## config.mk

```make
export PLATFORM = sky130hd
export DESIGN_NAME = sr_cmd_debounce
export DESIGN_NICKNAME = d
export VERILOG_FILES = /design/src/rtl/sr_cmd_debounce.sv
export SDC_FILE = /design/constraint.sdc
export NUM_CORES = 1
export LEC_CHECK = 0
export CAP_MARGIN = 5
export CORE_MARGIN = 5
export CORE_UTILIZATION = 53
export CTS_CLUSTER_SIZE = 20
export DETAILED_ROUTE_END_ITERATION = 8
export PLACE_DENSITY = 0.75
export SYNTH_ARGS = -nofsm -noshare
export SYNTH_HDL_FRONTEND = slang
export SYNTH_SLANG_ARGS = --single-unit
```

## constraint.sdc

```tcl
create_clock -name clk -period 2.1 [get_ports clk]
set_clock_uncertainty 0.2 [all_clocks]
set_input_delay 0.42 -clock clk [delete_from_list [all_inputs] [get_ports clk]]
set_output_delay 0.42 -clock clk [all_outputs]
set_load 0.03 [all_outputs]
```

## src/rtl/sr_cmd_debounce.sv

```systemverilog
// ============================================================================
// Module   : sr_cmd_debounce
// Purpose  : Synchronizes and debounces two push-buttons and turns their press
//            edges into arbitrated, mutually exclusive one-cycle s/r pulses.
// Revision : 1.0 - initial release
// ============================================================================
`default_nettype none

module sr_cmd_debounce #(
  parameter int SYNC_STAGES     = 2,
  parameter int DEBOUNCE_CYCLES = 16
) (
  input  logic clk,
  input  logic rst_async_n,
  input  logic set_btn_raw,
  input  logic rst_btn_raw,
  output logic s,
  output logic r,
  output logic set_level,
  output logic rst_level,
  output logic conflict
);

  localparam int CW = $clog2(DEBOUNCE_CYCLES + 1);
  localparam logic [CW-1:0] c_last = CW'(DEBOUNCE_CYCLES - 1);

  typedef enum logic [1:0] {
    IDLE_LOW  = 2'd0,
    QUAL_HIGH = 2'd1,
    IDLE_HIGH = 2'd2,
    QUAL_LOW  = 2'd3
  } state_t;

  // bit 0 = set channel, bit 1 = reset channel
  logic [1:0] w_raw;
  logic [1:0] w_lvl;
  logic [1:0] w_lvl_nxt;

  assign w_raw = {rst_btn_raw, set_btn_raw};

  for (genvar ch = 0; ch < 2; ch++) begin : g_chan
    logic [SYNC_STAGES-1:0] r_sync;
    logic                   w_sync;
    state_t                 r_state;
    state_t                 w_state_nxt;
    logic [CW-1:0]          r_cnt;
    logic [CW-1:0]          w_cnt_nxt;

    assign w_sync = r_sync[SYNC_STAGES-1];

    always_ff @(posedge clk or negedge rst_async_n) begin
      if (!rst_async_n) begin
        r_sync  <= '0;
        r_state <= IDLE_LOW;
        r_cnt   <= '0;
      end else begin
        r_sync  <= {r_sync[SYNC_STAGES-2:0], w_raw[ch]};
        r_state <= w_state_nxt;
        r_cnt   <= w_cnt_nxt;
      end
    end

    // cnt holds the number of consecutive qualifying samples seen so far;
    // the transition completes on the DEBOUNCE_CYCLES-th one.
    always_comb begin
      w_state_nxt = r_state;
      w_cnt_nxt   = r_cnt;
      case (r_state)
        IDLE_LOW: begin
          if (w_sync) begin
            if (DEBOUNCE_CYCLES == 1) begin
              w_state_nxt = IDLE_HIGH;
              w_cnt_nxt   = '0;
            end else begin
              w_state_nxt = QUAL_HIGH;
              w_cnt_nxt   = CW'(1);
            end
          end
        end
        QUAL_HIGH: begin
          if (!w_sync) begin
            w_state_nxt = IDLE_LOW;
            w_cnt_nxt   = '0;
          end else if (r_cnt == c_last) begin
            w_state_nxt = IDLE_HIGH;
            w_cnt_nxt   = '0;
          end else begin
            w_cnt_nxt = r_cnt + 1'b1;
          end
        end
        IDLE_HIGH: begin
          if (!w_sync) begin
            if (DEBOUNCE_CYCLES == 1) begin
              w_state_nxt = IDLE_LOW;
              w_cnt_nxt   = '0;
            end else begin
              w_state_nxt = QUAL_LOW;
              w_cnt_nxt   = CW'(1);
            end
          end
        end
        QUAL_LOW: begin
          if (w_sync) begin
            w_state_nxt = IDLE_HIGH;
            w_cnt_nxt   = '0;
          end else if (r_cnt == c_last) begin
            w_state_nxt = IDLE_LOW;
            w_cnt_nxt   = '0;
          end else begin
            w_cnt_nxt = r_cnt + 1'b1;
          end
        end
        default: begin
          w_state_nxt = IDLE_LOW;
          w_cnt_nxt   = '0;
        end
      endcase
    end

    // The debounced level is 1 exactly in the two "high side" states.
    assign w_lvl[ch]     = (r_state == IDLE_HIGH) || (r_state == QUAL_LOW);
    assign w_lvl_nxt[ch] = (w_state_nxt == IDLE_HIGH) || (w_state_nxt == QUAL_LOW);
  end

  logic w_set_press;
  logic w_rst_press;

  assign w_set_press = w_lvl_nxt[0] & ~w_lvl[0];
  assign w_rst_press = w_lvl_nxt[1] & ~w_lvl[1];

  // Reset always wins: a set press is swallowed whenever reset is (or is
  // becoming) active, which also covers both presses landing together.
  always_ff @(posedge clk or negedge rst_async_n) begin
    if (!rst_async_n) begin
      s        <= 1'b0;
      r        <= 1'b0;
      conflict <= 1'b0;
    end else begin
      s        <= w_set_press & ~w_lvl_nxt[1];
      r        <= w_rst_press;
      conflict <= (w_set_press & w_lvl_nxt[1]) | (w_rst_press & w_lvl_nxt[0]);
    end
  end

  assign set_level = w_lvl[0];
  assign rst_level = w_lvl[1];

endmodule

`default_nettype wire
```

==> results of run 1 <==
cell families after synthesis:
group / count (synthesis)
xor gates and xnor gates: 6
muxes: 2
adders and majority gates: 2
buffers and inverters: 7
AOI/OAI and AO/OA: 14
DFF: 21
and+or+nand+nor: 35
power breakdown:
part | internal (mW) | total (mW) | switching (mW) | leakage, nW
registers | 0.419 | 0.436 | 0.0165 | 0.273
logic | 0.0232 | 0.0485 | 0.0253 | 0.205
clock network | 0.0711 | 0.191 | 0.119 | 0.0177
total | 0.514 | 0.675 | 0.161 | 0.496
area by class of cell:
| cell class | instances | share of cell area [%] |
|---|---|---|
| clock buffer | 3 | 2.18 |
| clock inverter | 1 | 0.484 |
| inverter | 3 | 1.09 |
| multi-input combinational | 59 | 35.1 |
| sequential | 21 | 50.8 |
| tap | 17 | 2.06 |
| timing repair buffer | 9 | 8.23 |
placed cells by master (no fill, tap or decap):
cell type         n
nand4_1           1
clkinv_2          1
o21ai_1           1
a22oi_1           1
and2_4            1
a31oi_1           1
buf_4             1
a32o_1            1
dlygate4sd2_1     2
mux2i_1           2
nor3_1            1
o21ai_0           7
a21oi_1           2
nand4b_1          1
nor3b_1           1
nand3_1          10
clkdlybuf4s50_1   6
nand2_1          11
xor2_1            3
clkbuf_4          3
nor2b_1           2
ha_1              2
nor2_1            4
inv_1             3
xnor2_1           3
and4b_1           2
a21bo_2           1
and2_1            1
dfrtp_1          21
routing by layer:
metal	share of wire, %	wire length [um]	track usage (%)	up-vias
met5	0	0	0	-
met4	2.4	34	7.86	0
met3	5.0	70	2.87	4
met2	42	594	19.5	14
met1	50	698	16.8	298
li1	-	-	-	316
stage by stage:
| stage | total power, mW | std cells | utilization [%] |
|---|---|---|---|
| 2_1_floorplan | 0.471 | 87 | - |
| 3_3_place_gp | 0.491 | 109 | 59.7 |
| 3_5_place_dp | 0.492 | 109 | 59.7 |
| 4_1_cts | 0.683 | 113 | 61.2 |
| 5_1_grt | 0.712 | 113 | 61.2 |
| 6_report | 0.675 | 113 | 61.2 |
worst max path at each step:
| stage | slack, ps | depth (start not counted) | end | from |
|---|---|---|---|---|
| after floorplan | 610 | 5 | s$_DFF_PN0_ | g_chan[1].r_cnt[0]$_DFFE_PN0P_ |
| after CTS | 160 | 1 | r | r$_DFF_PN0_ |
| after global routing | 130 | 1 | r | r$_DFF_PN0_ |
| after global placement | 340 | 1 | rst_level | g_chan[1].r_state[1]$_DFF_PN0_ |
| after detailed placement | 310 | 1 | rst_level | g_chan[1].r_state[1]$_DFF_PN0_ |
| final | 170 | 1 | r | r$_DFF_PN0_ |
sequential cells by signal, summed over array words and instances, names as in the netlist:
| register | flops |
|---|---|
| g_chan.r_sync | 4 |
| s | 1 |
| r | 1 |
| g_chan.r_cnt | 10 |
| conflict | 1 |
| g_chan.r_state | 4 |
==> results.sh, run 1 <==
export IMPL_status="finished, final reports clean"
export IMPL_synth_xor_area_share_pct=5.70
export IMPL_async_reset_ff_share_pct=100
export IMPL_drv_slew=0
export IMPL_vias_per_cell=5.59
export IMPL_yosys_area_share_adder_pct=2.71
export IMPL_dieHeight_um=51.7
export IMPL_synth_distinct_cells=27
export IMPL_root_buffer="clkbuf_4"
export IMPL_setup_slack_ps=172
export IMPL_setup_violations=0
export IMPL_r2r_slack_ps=470
export IMPL_syn2layout_area_growth_pct=12.1
export IMPL_synth_edf_count=0
export IMPL_dp_hpwl_um=1030
export IMPL_critPathKind="reg2out"
export IMPL_yosys_area_share_simple_pct=19.7
export IMPL_seqCellArea_sq_um=526
export IMPL_maxSlewHeadroom_pct=74.4
export IMPL_crit_chain="clkdlybuf4s50_1"
export IMPL_hold_viol=0
export IMPL_initial_core_util_pct=54.6
export IMPL_cts_tree="yes"
export IMPL_rsz0062_at_grt="false"
export IMPL_diodes=0
export IMPL_die_area_sq_mm=0.00267
export IMPL_grt_pass1_vias=588
export IMPL_r2r_cells=5
export IMPL_synth_top_family_by_area="simple AND/OR/NAND/NOR gates"
export IMPL_post_synth_top_count_cell="dfrtp_1"
export IMPL_syn_inst=87
export IMPL_endpoint_kind="output pin"
export IMPL_synth_seq_cells=21
export IMPL_io_pins=9
export IMPL_grt_pass1_wl_um=2480
export IMPL_holdPathEnd="g_chan[0].r_sync[1]$_DFF_PN0_"
export IMPL_groute_usage_overall_pct=12.9
export IMPL_syn_avg_cell_area_sq_um=10.6
export IMPL_wl_per_cell_um=12.4
export IMPL_core_area_sq_mm=0.00169
export IMPL_cp_start_kind="flop"
export IMPL_hold_path_class="reg2reg"
export IMPL_synth_area_sq_um=922
export IMPL_gp_congestion=0.859
export IMPL_synth_compound_area_share_pct=9.09
export IMPL_drt_iter0_drc=8
export IMPL_finalCritPeriodShare_pct=91.8
export IMPL_slowest_delay_ps=660
export IMPL_cts_sinks=21
export IMPL_placement_io_buffers=8
export IMPL_period_minus_slack_ps=1930
export IMPL_rr_startpoint="g_chan[0].r_cnt[0]$_DFFE_PN0P_"
export IMPL_max_clock_path_buffers=2
export IMPL_drive_gt1_share_pct=7.29
export IMPL_antenna_left=0
export IMPL_cts_buffers=3
export IMPL_crit_path_top_delay_cell="clkdlybuf4s50_1"
export IMPL_dp_slack_ps=312
export IMPL_min_path_cells=0
export IMPL_cellLeakagePower_nw=0.496
export IMPL_worstHoldStart="g_chan[0].r_sync[0]$_DFF_PN0_"
export IMPL_seq_area_frac_synth_pct=57.0
export IMPL_powerDensity_mw_per_mm2=653
export IMPL_setup_tns_ps=0
export IMPL_postCtsResizedCells=2
export IMPL_antenna_found_initial=0
export IMPL_cts_hold_buf=0
export IMPL_stdcell_area_sq_mm=0.00103
export IMPL_cts_htree_levels=1
export IMPL_arrival_ps=1310
export IMPL_yosys_top_cells_area="dfrtp_1 57%, nand3_1 5.4%, nand2_1 4.5%"
export IMPL_worst_ep_required_time_ps=1480
export IMPL_synth_fp_nets=93
export IMPL_worst_pin_slew_ps=381
export IMPL_drc=0
export IMPL_yosysTopAreaCellShare_pct=57.0
export IMPL_clk_insertion_delay_late_ps=300
export IMPL_max_vdd_ir_drop_mv=0.364
export IMPL_ys_flop_type="dfrtp_1"
export IMPL_crit_fanout=1
export IMPL_overflow=0
export IMPL_synth_common_cells="21 x dfrtp_1, 11 x nand2_1, 10 x nand3_1, 7 x o21ai_0, 4 x nor2_1"
export IMPL_cts_setup_buffers=0
export IMPL_first_pass_iters=4
export IMPL_synth_top_cell_by_area="dfrtp_1"
export IMPL_vias=632
export IMPL_routed_wl_um=1400
export IMPL_grt_start_max_net_pins=22
export IMPL_critPathBufInv=1
export IMPL_ys_warnings_count=0
export IMPL_die_w_um=51.7
export IMPL_rows=15
export IMPL_crit_family="buffers and inverters"
export IMPL_fin_nets=103
export IMPL_clkSlewWorstSetupHoldPaths_ps=110
export IMPL_rr_endpoint="conflict$_DFF_PN0_"
export IMPL_fmax_mhz=519
export IMPL_whs_ps=164
export IMPL_dpl_cell_area_sq_mm=0.00101
export IMPL_muxShareOfSynthArea_pct=2.17
export IMPL_maxCapViolCount=0
export IMPL_num_fill_cells=139
export IMPL_multi_input_area_sq_um=363
Power figures use the tool's default switching activity.
==> inputs of run 2 (changes only) <==
--- a/config.mk
+++ b/config.mk
@@ -6,11 +6,12 @@
 export NUM_CORES = 1
 export LEC_CHECK = 0
 export CAP_MARGIN = 5
+export CORE_ASPECT_RATIO = 0.6
 export CORE_MARGIN = 5
-export CORE_UTILIZATION = 53
+export CORE_UTILIZATION = 35
 export CTS_CLUSTER_SIZE = 20
 export DETAILED_ROUTE_END_ITERATION = 8
-export PLACE_DENSITY = 0.75
 export SYNTH_ARGS = -nofsm -noshare
 export SYNTH_HDL_FRONTEND = slang
 export SYNTH_SLANG_ARGS = --single-unit
+export TNS_END_PERCENT = 50
==> run 2 against run 1 <==
Combinational power increased by 7.2%. Global-route usage decreased by 3.2 points. Final cell count increased by 14%. Design area increased by 4.8%. Clock-buffer cell count unchanged. Largest power group unchanged.
==> results.sh, run 2 (synthesized netlist as in run 1, its figures left out) <==
export IMPL_final_common_cell="dfrtp_1"
export IMPL_crit_path_top_delay_cell="clkdlybuf4s50_1"
export IMPL_die_w_um=76.3
export IMPL_hold_viol=0
export IMPL_clk_insertion_delay_late_ps=250
export IMPL_top_register="g_chan.r_cnt"
export IMPL_grt_start_max_net_pins=14
export IMPL_overflow=0
export IMPL_maxSlewHeadroom_pct=76.7
export IMPL_wl_per_cell_um=12.9
export IMPL_critPathKind="reg2out"
export IMPL_placement_io_buffers=8
export IMPL_max_vdd_ir_drop_mv=0.319
export IMPL_gp_congestion=0.774
export IMPL_worst_pin_slew_ps=348
export IMPL_slowest_delay_ps=710
export IMPL_cellLeakagePower_nw=0.518
export IMPL_diodes=0
export IMPL_root_buffer="clkbuf_8"
export IMPL_largest_register_ffs=10
export IMPL_initial_core_util_pct=36.8
export IMPL_crit_family="buffers and inverters"
export IMPL_grt_pass1_vias=622
export IMPL_fin_nets=104
export IMPL_powerDensity_mw_per_mm2=686
export IMPL_postCtsResizedCells=0
export IMPL_finalCritPeriodShare_pct=96.7
export IMPL_cts_hold_buf=0
export IMPL_status="finished, final reports clean"
export IMPL_die_area_sq_mm=0.00379
export IMPL_cts_htree_levels=1
export IMPL_core_area_sq_mm=0.00250
export IMPL_drive_gt1_share_pct=8.25
export IMPL_cts_sinks=21
export IMPL_vias_per_cell=4.95
export IMPL_cts_buffers=3
export IMPL_groute_usage_overall_pct=9.73
export IMPL_max_clock_path_buffers=2
export IMPL_setup_violations=0
export IMPL_rows=14
export IMPL_stdcell_area_sq_mm=0.00108
export IMPL_reg_largest_list="g_chan.r_cnt: 10 flops, g_chan.r_state: 4 flops, g_chan.r_sync: 4 flops"
export IMPL_drt_iter0_drc=29
export IMPL_rsz0062_at_grt="false"
export IMPL_syn2layout_area_growth_pct=17.5
export IMPL_cp_start_kind="flop"
export IMPL_antenna_found_initial=0
export IMPL_routed_wl_um=1660
export IMPL_crit_fanout=6
export IMPL_drv_slew=0
export IMPL_worst_ep_required_time_ps=1480
export IMPL_endpoint_kind="output pin"
export IMPL_drc=0
export IMPL_cts_setup_buffers=0
export IMPL_dpl_cell_area_sq_mm=0.00103
export IMPL_grt_pass1_wl_um=2890
export IMPL_setup_tns_ps=0
export IMPL_critPathBufInv=1
export IMPL_vias=638
export IMPL_io_pins=9
export IMPL_dp_hpwl_um=1280
export IMPL_dieHeight_um=49.8
export IMPL_antenna_left=0
export IMPL_cts_tree="yes"
export IMPL_maxCapViolCount=0
export IMPL_arrival_ps=1410
export IMPL_fmax_mhz=492
export IMPL_hold_path_class="reg2reg"
export IMPL_crit_chain="clkdlybuf4s50_1"
export IMPL_first_pass_iters=4
export IMPL_clkSlewWorstSetupHoldPaths_ps=70
export IMPL_mostFrequentLayoutCells="21 x dfrtp_1, 11 x nand2_1, 10 x nand3_1, 7 x o21ai_0, 7 x clkdlybuf4s50_1"
export IMPL_period_minus_slack_ps=2030
run 2: worst paths after layout:
| kind | slack (ps) | endpoint | cells after the start | from |
|---|---|---|---|---|
| worst min-delay path | 150 | g_chan[0].r_sync[1]$_DFF_PN0_ | 0 | g_chan[0].r_sync[0]$_DFF_PN0_ |
| worst min register to register | 150 | g_chan[0].r_sync[1]$_DFF_PN0_ | 0 | g_chan[0].r_sync[0]$_DFF_PN0_ |
| worst max register to register | 420 | conflict$_DFF_PN0_ | 5 | g_chan[0].r_cnt[1]$_DFFE_PN0P_ |
| max in group asynchronous | 1250 | g_chan[1].r_cnt[4]$_DFFE_PN0P_ | 2 | rst_async_n |
| worst max-delay path | 70 | set_level | 1 | g_chan[0].r_state[1]$_DFF_PN0_ |
| min in group asynchronous | 270 | g_chan[0].r_cnt[3]$_DFFE_PN0P_ | 2 | rst_async_n |
run 2: per-stage QoR:
stage	utilization, %	power [mW]	hold WS [ps]	cells	setup slack [ps]
2_1_floorplan	-	0.471	-75.6	87	606
3_3_place_gp	41.3	0.494	131	125	318
3_5_place_dp	41.3	0.498	141	125	312
4_1_cts	43.2	0.757	159	129	13.8
5_1_grt	43.3	0.779	166	129	8.79
6_report	43.3	0.743	154	129	68.3
run 2: power breakdown:
group | switching (mW) | internal (mW) | total [mW] | leakage [nW]
clock | 0.122 | 0.132 | 0.254 | 0.0255
sequential | 0.0172 | 0.420 | 0.437 | 0.273
combinational | 0.0274 | 0.0246 | 0.0520 | 0.219
run 2: metal layers:
| layer | part of all wire [%] | GRT usage (%) | up-vias |
|---|---|---|---|
| met5 | 0 | 0 | - |
| li1 | - | - | 321 |
| met2 | 42 | 13.6 | 16 |
| met1 | 51 | 13.5 | 299 |
| met4 | 1.7 | 4.36 | 0 |
| met3 | 4.8 | 3.27 | 2 |
run 2: area by class of cell:
| class | instances | area [sq um] |
|---|---|---|
| Clock buffer | 3 | 41.3 |
| Clock inverter | 1 | 5.00 |
| Fill cell | 239 | 1420 |
| Inverter | 3 | 11.3 |
| Multi-Input combinational cell | 59 | 363 |
| Sequential cell | 21 | 526 |
| Tap cell | 32 | 40.0 |
| Timing Repair Buffer | 10 | 97.6 |
